<file path="config.mk">
export PLATFORM = sky130hd
export DESIGN_NAME = instr_fetch_unit
export DESIGN_NICKNAME = d
export VERILOG_FILES = /design/src/rtl/riscv_pkg.sv /design/src/rtl/sync_fifo.sv /design/src/rtl/instr_fetch_unit.sv
export SDC_FILE = /design/constraint.sdc
export NUM_CORES = 1
export LEC_CHECK = 0
export CAP_MARGIN = 10
export CELL_PAD_IN_SITES_DETAIL_PLACEMENT = 0
export CELL_PAD_IN_SITES_GLOBAL_PLACEMENT = 1
export CORE_AREA = 2 2 293 295
export CTS_BUF_LIST = sky130_fd_sc_hd__clkbuf_8
export DETAILED_ROUTE_END_ITERATION = 8
export DIE_AREA = 0 0 295 297
export PLACE_DENSITY = 0.47
export SETUP_SLACK_MARGIN = 0.5
export SLEW_MARGIN = 30
export SYNTH_ARGS = -nofsm -noshare
export SYNTH_HDL_FRONTEND = slang
export SYNTH_HIERARCHICAL = 1
export SYNTH_SLANG_ARGS = --single-unit
</file>
<file path="constraint.sdc">
create_clock -name clk -period 10.3 [get_ports clk]
set_clock_uncertainty 0.05 [all_clocks]
set_input_delay 1.545 -clock clk [delete_from_list [all_inputs] [get_ports clk]]
set_output_delay 1.545 -clock clk [all_outputs]
set_load 0.01 [all_outputs]
</file>
<file path="src/rtl/riscv_pkg.sv">
// Shared core definitions: datapath width, instruction size and fetch-unit FSM states.
package riscv_pkg;

    localparam int unsigned XLEN        = 32;
    localparam int unsigned INSTR_BYTES = 4;

    typedef enum logic [1:0] {
        BOOT  = 2'd0,
        RUN   = 2'd1,
        DRAIN = 2'd2
    } ifu_state_t;

endpackage

</file>
<file path="src/rtl/sync_fifo.sv">
// Synchronous FIFO with occupancy count and a synchronous clear that beats push/pop.
module sync_fifo #(
    parameter  int unsigned WIDTH = 32,
    parameter  int unsigned DEPTH = 4,
    localparam int unsigned PTR_W = (DEPTH > 1) ? $clog2(DEPTH) : 1,
    localparam int unsigned CNT_W = $clog2(DEPTH + 1)
) (
    input  logic             clk,
    input  logic             rst,
    input  logic             clr,
    input  logic             push,
    input  logic             pop,
    input  logic [WIDTH-1:0] wdata,
    output logic [WIDTH-1:0] rdata,
    output logic             full,
    output logic             empty,
    output logic [CNT_W-1:0] count
);

    logic [WIDTH-1:0] mem [DEPTH];
    logic [PTR_W-1:0] wr_ptr;
    logic [PTR_W-1:0] rd_ptr;
    logic             do_push;
    logic             do_pop;

    assign full    = (count == CNT_W'(DEPTH));
    assign empty   = (count == '0);
    assign do_pop  = pop & ~empty;
    assign do_push = push & (~full | do_pop);
    assign rdata   = mem[rd_ptr];

    // Storage is reset so the head reads as zero out of reset.
    always_ff @(posedge clk or posedge rst) begin
        if (rst) begin
            wr_ptr <= '0;
            rd_ptr <= '0;
            count  <= '0;
            for (int i = 0; i < int'(DEPTH); i++) begin
                mem[i] <= '0;
            end
        end else if (clr) begin
            wr_ptr <= '0;
            rd_ptr <= '0;
            count  <= '0;
        end else begin
            if (do_push) begin
                mem[wr_ptr] <= wdata;
                wr_ptr      <= wr_ptr + PTR_W'(1);
            end
            if (do_pop) begin
                rd_ptr <= rd_ptr + PTR_W'(1);
            end
            count <= count + CNT_W'(do_push) - CNT_W'(do_pop);
        end
    end

endmodule

</file>
<file path="src/rtl/instr_fetch_unit.sv">
// Prefetching instruction fetch unit: credit-limited sequential requests, in-order
// response buffering with PC tagging, and redirect flush with stale-response draining.
module instr_fetch_unit #(
    parameter int unsigned      XLEN     = riscv_pkg::XLEN,
    parameter int unsigned      DEPTH    = 4,
    parameter logic [XLEN-1:0]  RESET_PC = '0
) (
    input  logic            clk,
    input  logic            rst,
    input  logic            redirect_valid,
    input  logic [XLEN-1:0] redirect_pc,
    output logic            imem_req_valid,
    output logic [XLEN-1:0] imem_req_addr,
    input  logic            imem_req_ready,
    input  logic            imem_rsp_valid,
    input  logic [XLEN-1:0] imem_rsp_data,
    output logic            ins_valid,
    output logic [XLEN-1:0] ins,
    output logic [XLEN-1:0] PC_o,
    input  logic            ins_ready
);

    import riscv_pkg::ifu_state_t;
    import riscv_pkg::BOOT;
    import riscv_pkg::RUN;
    import riscv_pkg::DRAIN;
    import riscv_pkg::INSTR_BYTES;

    localparam int unsigned CNT_W = $clog2(DEPTH + 1);
    localparam int unsigned SUM_W = CNT_W + 1;

    ifu_state_t          state;
    logic [XLEN-1:0]     fetch_pc;
    logic [CNT_W-1:0]    outstanding;
    logic [CNT_W-1:0]    out_next;

    logic                accept;
    logic                rsp_dec;
    logic                rsp_live;
    logic                push_ins;
    logic [SUM_W-1:0]    credit_used;

    logic [2*XLEN-1:0]   fifo_rdata;
    logic [CNT_W-1:0]    fifo_count;
    logic                fifo_full;
    logic                fifo_empty;

    logic [XLEN-1:0]     pcq_head;
    logic                pcq_full;
    logic                pcq_empty;
    logic [CNT_W-1:0]    pcq_count_unused;
    logic [1:0]          redirect_pc_unused;

    assign redirect_pc_unused = redirect_pc[1:0];

    // Buffered plus in-flight fetches never exceed DEPTH, so pushes cannot overflow.
    assign credit_used    = SUM_W'(outstanding) + SUM_W'(fifo_count);
    assign imem_req_valid = (state == RUN) & ~redirect_valid & (credit_used < SUM_W'(DEPTH));
    assign imem_req_addr  = fetch_pc;
    assign accept         = imem_req_valid & imem_req_ready;

    assign rsp_dec  = imem_rsp_valid & (outstanding != '0);
    assign rsp_live = imem_rsp_valid & (state == RUN) & ~redirect_valid;
    assign push_ins = rsp_live & ~pcq_empty & ~fifo_full;

    assign ins_valid = ~fifo_empty;
    assign PC_o      = fifo_rdata[2*XLEN-1:XLEN];
    assign ins       = fifo_rdata[XLEN-1:0];

    always_comb begin
        out_next = outstanding;
        case ({accept, rsp_dec})
            2'b10:   out_next = outstanding + CNT_W'(1);
            2'b01:   out_next = outstanding - CNT_W'(1);
            default: out_next = outstanding;
        endcase
    end

    // Fetch FSM, fetch PC and in-flight counter; redirect wins over sequential advance.
    always_ff @(posedge clk or posedge rst) begin
        if (rst) begin
            state       <= BOOT;
            fetch_pc    <= RESET_PC;
            outstanding <= '0;
        end else begin
            outstanding <= out_next;
            if (redirect_valid) begin
                fetch_pc <= {redirect_pc[XLEN-1:2], 2'b00};
            end else if (accept) begin
                fetch_pc <= fetch_pc + XLEN'(INSTR_BYTES);
            end
            case (state)
                BOOT:    state <= RUN;
                RUN:     if (redirect_valid && (out_next != '0)) state <= DRAIN;
                DRAIN:   if (!redirect_valid && (out_next == '0)) state <= RUN;
                default: state <= BOOT;
            endcase
        end
    end

    sync_fifo #(
        .WIDTH (2*XLEN),
        .DEPTH (DEPTH)
    ) u_ins_fifo (
        .clk   (clk),
        .rst   (rst),
        .clr   (redirect_valid),
        .push  (push_ins),
        .pop   (ins_valid & ins_ready),
        .wdata ({pcq_head, imem_rsp_data}),
        .rdata (fifo_rdata),
        .full  (fifo_full),
        .empty (fifo_empty),
        .count (fifo_count)
    );

    // Addresses of accepted requests, retired in order as responses return.
    sync_fifo #(
        .WIDTH (XLEN),
        .DEPTH (DEPTH)
    ) u_pc_queue (
        .clk   (clk),
        .rst   (rst),
        .clr   (redirect_valid),
        .push  (accept & ~pcq_full),
        .pop   (rsp_live),
        .wdata (fetch_pc),
        .rdata (pcq_head),
        .full  (pcq_full),
        .empty (pcq_empty),
        .count (pcq_count_unused)
    );

endmodule

</file>
==> results of run 1 <==
## cells by family after synthesis
logic type / after synthesis / share of synthesized area
AO/OA/AOI/OAI: 71 / 0.0236
XOR/XNOR: 10 / 0.00418
adder cells (fa/ha/maj): 19 / 0.0124
buffers and inverters: 106 / 0.0390
flip-flops: 433 / 0.517
multiplexers: 484 / 0.360
other: 1 / 0.000179
AND/OR/NAND/NOR: 155 / 0.0439
## through the flow
stage,setup WS (ns),instances
after floorplan,1.46,1288
after global placement,4.92,2538
after detailed placement,4.93,2538
after CTS,4.99,2686
after global routing,4.90,2687
final,5.14,2688
## layer usage
metal,vias up,part of all wire,GRT usage
met3,87,0.042,0.0283
li1,5127,-,-
met5,-,0,0
met2,238,0.45,0.194
met4,0,0.023,0.0362
met1,6236,0.48,0.176
## area by class of cell
type	instances	area, µm²	share of cell area
clock inverters	42	210	0.00830
repair buffers	185	1820	0.0718
inverters	27	111	0.00440
diodes	2	5.00	0.000198
well taps	1144	1430	0.0565
clock buffers	106	1460	0.0576
flip-flops and latches	433	10800	0.428
multi-input cells	749	9440	0.373
## cells in the mapped netlist, types with 16 or more instances
cell / number
buf_2: 23
nand2_1: 47
o21ai_0: 26
ha_1: 16
mux4_2: 96
mux2_4: 270
clkbuf_1: 18
mux2_2: 112
nor2_1: 23
inv_1: 26
buf_12: 18
dfrtp_1: 433
## worst min path at each step
stage | to | cells after the start | from
3_5_place_dp | u_pc_queue/mem[57] | 1 | u_pc_queue/mem[57]
3_3_place_gp | u_pc_queue/mem[57] | 1 | u_pc_queue/mem[57]
4_1_cts | u_pc_queue/mem[57] | 1 | u_pc_queue/mem[57]
5_1_grt | u_ins_fifo/mem[126] | 1 | u_ins_fifo/mem[126]
6_report | u_pc_queue/mem[57] | 1 | u_pc_queue/mem[57]
2_1_floorplan | u_ins_fifo/mem[124] | 1 | u_ins_fifo/mem[124]
## state kept, by name, indices dropped and copies added, names as in the netlist
signal / flops
u_ins_fifo/mem: 256
u_pc_queue/mem: 128
imem_req_addr: 30
outstanding: 3
u_ins_fifo/count: 3
u_pc_queue/count: 3
state: 2
u_ins_fifo/rd_ptr: 2
u_ins_fifo/wr_ptr: 2
u_pc_queue/rd_ptr: 2
u_pc_queue/wr_ptr: 2
## power by group through the flow
stage	clock, mW	combinational [mW]	sequential, mW
floorplan	0	0.609	2.01
global placement	0	0.935	2.07
detailed placement	0	0.953	2.07
CTS	1.81	0.955	2.05
global route	1.87	1.01	2.08
finish	1.71	0.933	2.05
## worst register-to-register path, stage by stage, from the launching register on
cell     delay [ns]
dfrtp_1        0.45
ha_1           0.30
or3_1          0.43
nor4b_4        0.26
buf_4          0.28
inv_2          0.27
nor2_1         0.36
nand2_1        0.15
nor3_4         0.64
buf_4          0.46
mux2_2         0.39
==> results.toml, run 1 <==
[clocking]
cts-resized-gates = 0
clk-insertion-delay-late_ns = 0.65
cts_tree = "yes"
clk_path_buf_depth = 3
postCtsHoldBufs = 0
cts-buffers-inserted = 85
clkTransAtPathRegs_ns = 0.06
post_cts_buffers = 0
cts_sinks = 433
cts-root-buf = "clkbuf_8"
h-tree-depth = 3

[final_layout]
layout_commonest_cell = "dfrtp_1"
drive_gt1_frac = 0.422
fin_util = 0.300
stdcell_area_um2 = 25300
fill_cells = 8407
final_cell_mix = "dfrtp_1 (429), mux2_4 (270), clkdlybuf4s50_1 (162)"
nets = 1570
area_growth_pct = 20.8

[power]
vdd_ir_drop_max_v = 0.0000790
totalPowerFinal_mw = 4.69
seq_power_share = 0.436
p_int_mw = 3.37
clockPowerShare = 0.365
p_comb_frac = 0.199
swShare = 0.282
power_density_nw_per_um2 = 185
power.switching_mw = 1.32
p_leak_nw = 11.2

[yosys]
synthDistinctLibCells = 61
yosysWarnings = 6
ys_seq_elements = 433
synth-main-ff-cell = "dfrtp_1"
netlist_top_cells_area = "dfrtp_1 (52%), mux2_4 (19%), mux4_2 (10%), mux2_2 (6.0%), buf_12 (1.7%)"
synth_edf_count = 0
synth_area_um2 = 21000
netlist.area_leader.share = 0.517
async_flop_share = 1.00
syn_inst = 1279
yosysTopAreaCell = "dfrtp_1"
synth_area_per_cell_um2 = 16.4
seq_area_frac_synth = 0.517

[run_status]
status = "completed"

[grt]
gr-total-overflow = 0
grt_pass1_vias = 13077
grt_max_degree = 75
antenna_found_initial = 1
grt_pass1_wl_um = 84200
grtUsageTotal = 0.126

[critical_path]
cp_num_buf_inv = 2
r2r_cells = 10
endpoint_kind = "output pin"
worstSetupStartpointType = "flop"
crit_path_end = "PC_o[18]"
arrival_ns = 3.56
cp_num_cells = 3
critPathSlowestCell = "dfrtp_4"
crit_start = "u_ins_fifo/rd_ptr[0]"
rr_startpoint = "u_ins_fifo/count[2]"
rrSetupSlack_ns = 6.14
slowest_delay_ns = 0.96
critPathRequiredTime_ns = 8.71
path_max_fanout = 39
critical_path_class = "reg2out"
cp_top_family = "buffers and inverters"
reg2reg_to = "u_pc_queue/mem[33]"
crit_chain = "buf_4 > mux4_2 > clkdlybuf4s50_1"

[timing]
rsz0062_at_grt = "no"
period_share = 0.501
fin_crit_ns = 5.16
whs_ns = 0.431
setup_viol = 0
tns_ns = 0
max_freq_mhz = 194
hold_viol_final = 0
drv_slew = 0
max-slew-margin-rel = 0.366
worstMarginPinSlew_ns = 0.950

[floorplanning]
rows = 107
initial_core_util = 0.248
dieArea_um2 = 87600
core_um2 = 84500
die_x_um = 295
pin_count = 168
die_h_um = 297

[routing]
finalWirelength_um = 53900
drc = 0
drt_iter0_drc = 564
via_count = 11688
wl_per_cell_um = 20.0
vias_per_cell = 4.35
antenna_left = 0
drtPass1Iterations = 4

[worst_hold_path]
hold_class = "reg2reg"

[placed_design]
port_buffers = 163
dp_hpwl_um = 32100
place_area_um2 = 23600
place_congestion = 0.700

[job]
maxCapViolCount = 0
(Power assumes the default switching activity.)
==> inputs of run 2 (changes only) <==
==> constraint.sdc (replaced) <==
create_clock -name clk -period 4.8 [get_ports clk]
set_clock_uncertainty 0.05 [all_clocks]
set_input_delay 0.72 -clock clk [delete_from_list [all_inputs] [get_ports clk]]
set_output_delay 0.72 -clock clk [all_outputs]
set_load 0.01 [all_outputs]
==> run 2 against run 1 <==
Against the previous run:
- via count increased by 0.74%
- sequential power up 110%
- power up 120%
==> results.toml, run 2 (synthesized netlist as in run 1, its figures left out) <==
[routing]
antenna_left = 0
drc = 0
via_count = 11775
wl_per_cell_um = 20.0
vias_per_cell = 4.34
finalWirelength_um = 54300
drt_iter0_drc = 502
drtPass1Iterations = 4

[power]
p_leak_nw = 11.4
power_density_nw_per_um2 = 394
vdd_ir_drop_max_v = 0.000162

[floorplanning]
dieArea_um2 = 87600
die_x_um = 295
rows = 107
core_um2 = 84500
initial_core_util = 0.248
die_h_um = 297
pin_count = 168

[critical_path]
cp_num_cells = 4
critPathSlowestCell = "dfrtp_4"
slowest_delay_ns = 0.89
arrival_ns = 3.04
cp_num_buf_inv = 3
cp_top_family = "buffers and inverters"
crit_path_end = "ins[11]"
r2r_cells = 15
crit_chain = "buf_4 > buf_4 > mux4_2 > clkdlybuf4s50_1"
worstSetupStartpointType = "flop"
rrSetupSlack_ns = 1.11
crit_start = "u_ins_fifo/rd_ptr[0]"
endpoint_kind = "output pin"
critical_path_class = "reg2out"
reg2reg_to = "u_pc_queue/count[2]"
rr_startpoint = "u_ins_fifo/count[2]"
path_max_fanout = 31
cpMostUsedCell = "buf_4"
critPathRequiredTime_ns = 4.03

[grt]
grt_pass1_vias = 13270
grt_pass1_wl_um = 85200
grt_max_degree = 104
grtUsageTotal = 0.127
antenna_found_initial = 1
gr-total-overflow = 0

[final_layout]
drive_gt1_frac = 0.432
layout_commonest_cell = "dfrtp_1"
largest_reg_flops = 256
area_growth_pct = 22.5
final_cell_mix = "dfrtp_1 (430), mux2_4 (270), clkdlybuf4s50_1 (162)"
stdcell_area_um2 = 25700
top_register = "u_ins_fifo/mem"
ff_latch_area_um2 = 10800
fill_cells = 8370
multi_input_area_um2 = 9430
nets = 1598

[timing]
drv_slew = 0
period_share = 0.793
worstMarginPinSlew_ns = 0.805
setup_viol = 0
max-slew-margin-rel = 0.462
rsz0062_at_grt = "no"
hold_viol_final = 0
tns_ns = 0
fin_crit_ns = 3.81
max_freq_mhz = 263

[clocking]
clkTransAtPathRegs_ns = 0.05
post_cts_buffers = 0
h-tree-depth = 3
cts-buffers-inserted = 85
postCtsHoldBufs = 0
cts_sinks = 433
cts_tree = "yes"
clk_path_buf_depth = 3
cts-root-buf = "clkbuf_8"
cts-resized-gates = 0
clk-insertion-delay-late_ns = 0.65

[placed_design]
port_buffers = 163
place_congestion = 0.679
dp_hpwl_um = 34700
place_area_um2 = 24000

[job]
maxCapViolCount = 0

[worst_hold_path]
hold_class = "reg2reg"

[run_status]
status = "completed"
-- run 2: power by group --
| part | total, mW | internal, mW | leakage (nW) | switching (mW) |
|---|---|---|---|---|
| sequential | 4.39 | 4.04 | 5.90 | 0.346 |
| combinational | 2.03 | 1.18 | 4.51 | 0.858 |
| clock | 3.71 | 2.04 | 0.971 | 1.67 |
| total | 10.1 | 7.25 | 11.4 | 2.88 |
-- run 2: how the worst min path moves through the flow --
stage	from	to	slack, ns	cells past startpoint
after global placement	u_ins_fifo/mem[124]	u_ins_fifo/mem[124]	0.42	1
after CTS	u_ins_fifo/mem[124]	u_ins_fifo/mem[124]	0.43	1
after global routing	u_ins_fifo/mem[124]	u_ins_fifo/mem[124]	0.45	1
final	u_ins_fifo/mem[124]	u_ins_fifo/mem[124]	0.43	1
after floorplan	u_ins_fifo/mem[124]	u_ins_fifo/mem[124]	0.40	1
after detailed placement	u_ins_fifo/mem[124]	u_ins_fifo/mem[124]	0.42	1
-- run 2: layout make-up --
type | count | area share
flip-flops and latches | 433 | 0.422
diodes | 1 | 0.0000974
repair buffers | 213 | 0.0849
inverters | 27 | 0.00424
well taps | 1144 | 0.0557
clock inverters | 38 | 0.00658
multi-input cells | 749 | 0.367
clock buffers | 110 | 0.0589
-- run 2: per-stage QoR --
step | power, mW | utilization | worst slack [ns] | hold slack, ns | instances
2_1_floorplan | 5.62 | - | 0.560 | 0.402 | 1288
3_3_place_gp | 6.46 | 0.284 | 0.804 | 0.418 | 2565
3_5_place_dp | 6.51 | 0.284 | 0.801 | 0.419 | 2565
4_1_cts | 10.4 | 0.304 | 0.818 | 0.432 | 2713
5_1_grt | 10.7 | 0.304 | 0.766 | 0.448 | 2715
6_report | 10.1 | 0.304 | 0.994 | 0.429 | 2715
-- run 2: layer usage --
| layer | global-route usage | up-vias | share of wire |
|---|---|---|---|
| li1 | - | 5202 | - |
| met1 | 0.179 | 6247 | 0.48 |
| met2 | 0.192 | 220 | 0.45 |
| met3 | 0.0290 | 106 | 0.041 |
| met4 | 0.0400 | 0 | 0.028 |
| met5 | 0 | - | 0 |
==> inputs of run 3 (changes only) <==
--- a/config.mk
+++ b/config.mk
@@ -12,7 +12,7 @@
 export CTS_BUF_LIST = sky130_fd_sc_hd__clkbuf_8
 export DETAILED_ROUTE_END_ITERATION = 8
 export DIE_AREA = 0 0 295 297
-export PLACE_DENSITY = 0.47
+export PLACE_DENSITY = 0.48
 export SETUP_SLACK_MARGIN = 0.5
 export SLEW_MARGIN = 30
 export SYNTH_ARGS = -nofsm -noshare
==> constraint.sdc (replaced) <==
create_clock -name clk -period 3.4 [get_ports clk]
set_clock_uncertainty 0.05 [all_clocks]
set_input_delay 0.51 -clock clk [delete_from_list [all_inputs] [get_ports clk]]
set_output_delay 0.51 -clock clk [all_outputs]
set_load 0.01 [all_outputs]
==> run 3 against run 2 <==
Against the previous run:
- hold slack worse by 0.11 ns
- sequential power rose by 41%
- global-route usage is 0.17 points higher
- worst setup slack got worse by 0.68 ns
- clock-buffer cell count fell by 4
- cell count rose by 2.2%
- core utilization grew 1.0 points
- critical path type is now reg2reg
- highest routed layer unchanged
==> results.toml, run 3 (synthesized netlist as in run 1, its figures left out) <==
[run_status]
status = "completed"

[final_layout]
nets = 1657
final_cells = 2774
largest_reg_flops = 256
layout_commonest_cell = "dfrtp_1"
top_register = "u_ins_fifo/mem"
fill_cells = 8338
area_growth_pct = 26.7
final_cell_mix = "dfrtp_1 (430), mux2_4 (275), mux2_2 (107)"
drive_gt1_frac = 0.475

[routing]
finalWirelength_um = 56500
wl_met1_um = 26600
drtPass1Iterations = 4
wl_met2_um = 26100
vias_per_cell = 4.36
highest-signal-layer = "met4"
drc = 0
wl_per_cell_um = 20.4
wl_met3_um = 2460
antenna_left = 0
via_count = 12088
drt_iter0_drc = 473

[floorplanning]
core_um2 = 84500
die_h_um = 297
initial_core_util = 0.248
dieArea_um2 = 87600
pin_count = 168
rows = 107
die_x_um = 295

[placed_design]
place_inst = 2578
port_buffers = 163
place_congestion = 0.676
dp_slack_ns = 0.111
dp_hpwl_um = 34300

[timing]
timing.final.ws_setup_ns = 0.315
setup_viol = 0
max-slew-margin-rel = 0.419
period_share = 0.907
drv_slew = 0
fin_crit_ns = 3.08
worstMarginPinSlew_ns = 0.872
rsz0062_at_grt = "yes"
max_freq_mhz = 324
hold_viol_final = 0

[grt]
antenna_found_initial = 1
gr-total-overflow = 0
grt_pass1_vias = 13612
grt_max_degree = 88
grtUsageTotal = 0.129
grt_pass1_wl_um = 86300

[critical_path]
arrival_ns = 3.60
endpoint_kind = "flop"
critical_path_class = "reg2reg"
path_max_fanout = 3
critPathRequiredTime_ns = 3.92
worstSetupStartpointType = "flop"

[power]
p_leak_nw = 12.0
totalPowerFinal_mw = 14.3
power_density_nw_per_um2 = 538
vdd_ir_drop_max_v = 0.000250

[clocking]
cts_sinks = 433
clk-insertion-delay-late_ns = 0.68
cts-root-buf = "clkbuf_8"
cts-buffers-inserted = 84
clkTransAtPathRegs_ns = 0.06
clk_path_buf_depth = 3
cts_tree = "yes"
postCtsHoldBufs = 0
h-tree-depth = 3

[job]
maxCapViolCount = 0

[worst_hold_path]
hold_class = "in2reg"
## run 3: layer usage
layer	track usage	vias up
met5	0	-
met4	0.0448	0
met3	0.0262	88
met2	0.198	246
met1	0.178	6427
li1	-	5327
## run 3: per-stage QoR
step,instance area [µm²],utilization,hold slack [ns],setup TNS [ns]
floorplan,21100,-,0.402,-165.57
global placement,24200,0.287,0.417,0
detailed placement,24200,0.287,0.422,0
CTS,26200,0.311,0.227,0
global route,26600,0.314,0.335,0
finish,26600,0.314,0.321,0
## run 3: area by class of cell
type	instances	area [µm²]	area share
inverter	27	109	0.00410
antenna	1	2.50	0.0000942
sequential	433	10800	0.408
tap	1144	1430	0.0539
timing repair buffer	272	2930	0.110
multi-input combinational	750	9580	0.361
clock inverter	41	195	0.00735
clock buffer	106	1460	0.0549
## run 3: power breakdown
| group | total (mW) | internal (mW) | switching (mW) |
|---|---|---|---|
| registers | 6.17 | 5.70 | 0.465 |
| clock network | 5.16 | 2.80 | 2.36 |
| logic | 2.98 | 1.68 | 1.29 |
## run 3: critical path, cell delays in order, from the launching register on
cell     delay [ns]
dfrtp_1        0.38
ha_1           0.29
or3_4          0.35
nor4b_4        0.28
inv_2          0.11
nor2_4         0.12
nor2b_4        0.16
inv_2          0.06
ha_4           0.20
inv_2          0.06
ha_4           0.11
inv_2          0.03
fa_2           0.33
xor2_1         0.15
and2_1         0.17
nor3_1         0.15
## run 3: final timing paths
| kind | from | end | slack [ns] | cells past startpoint |
|---|---|---|---|---|
| setup / recovery | outstanding[2] | u_pc_queue/count[2] | 0.32 | 15 |
| setup reg to reg | outstanding[2] | u_pc_queue/count[2] | 0.32 | 15 |
| hold reg to reg | u_pc_queue/mem[58] | u_pc_queue/mem[58] | 0.43 | 1 |
| max in group asynchronous | rst | u_ins_fifo/rd_ptr[1] | 2.02 | 3 |
| min in group asynchronous | rst | u_pc_queue/mem[3] | 0.35 | 2 |
| hold / removal | redirect_pc[14] | imem_req_addr[14] | 0.32 | 3 |
## run 3: what timing repair did
action	in CTS	in global routing
pin swaps	9	3
setup buffers	27	7
cloned	3	11
resized for setup	107	53
setup endpoints to repair	174	146
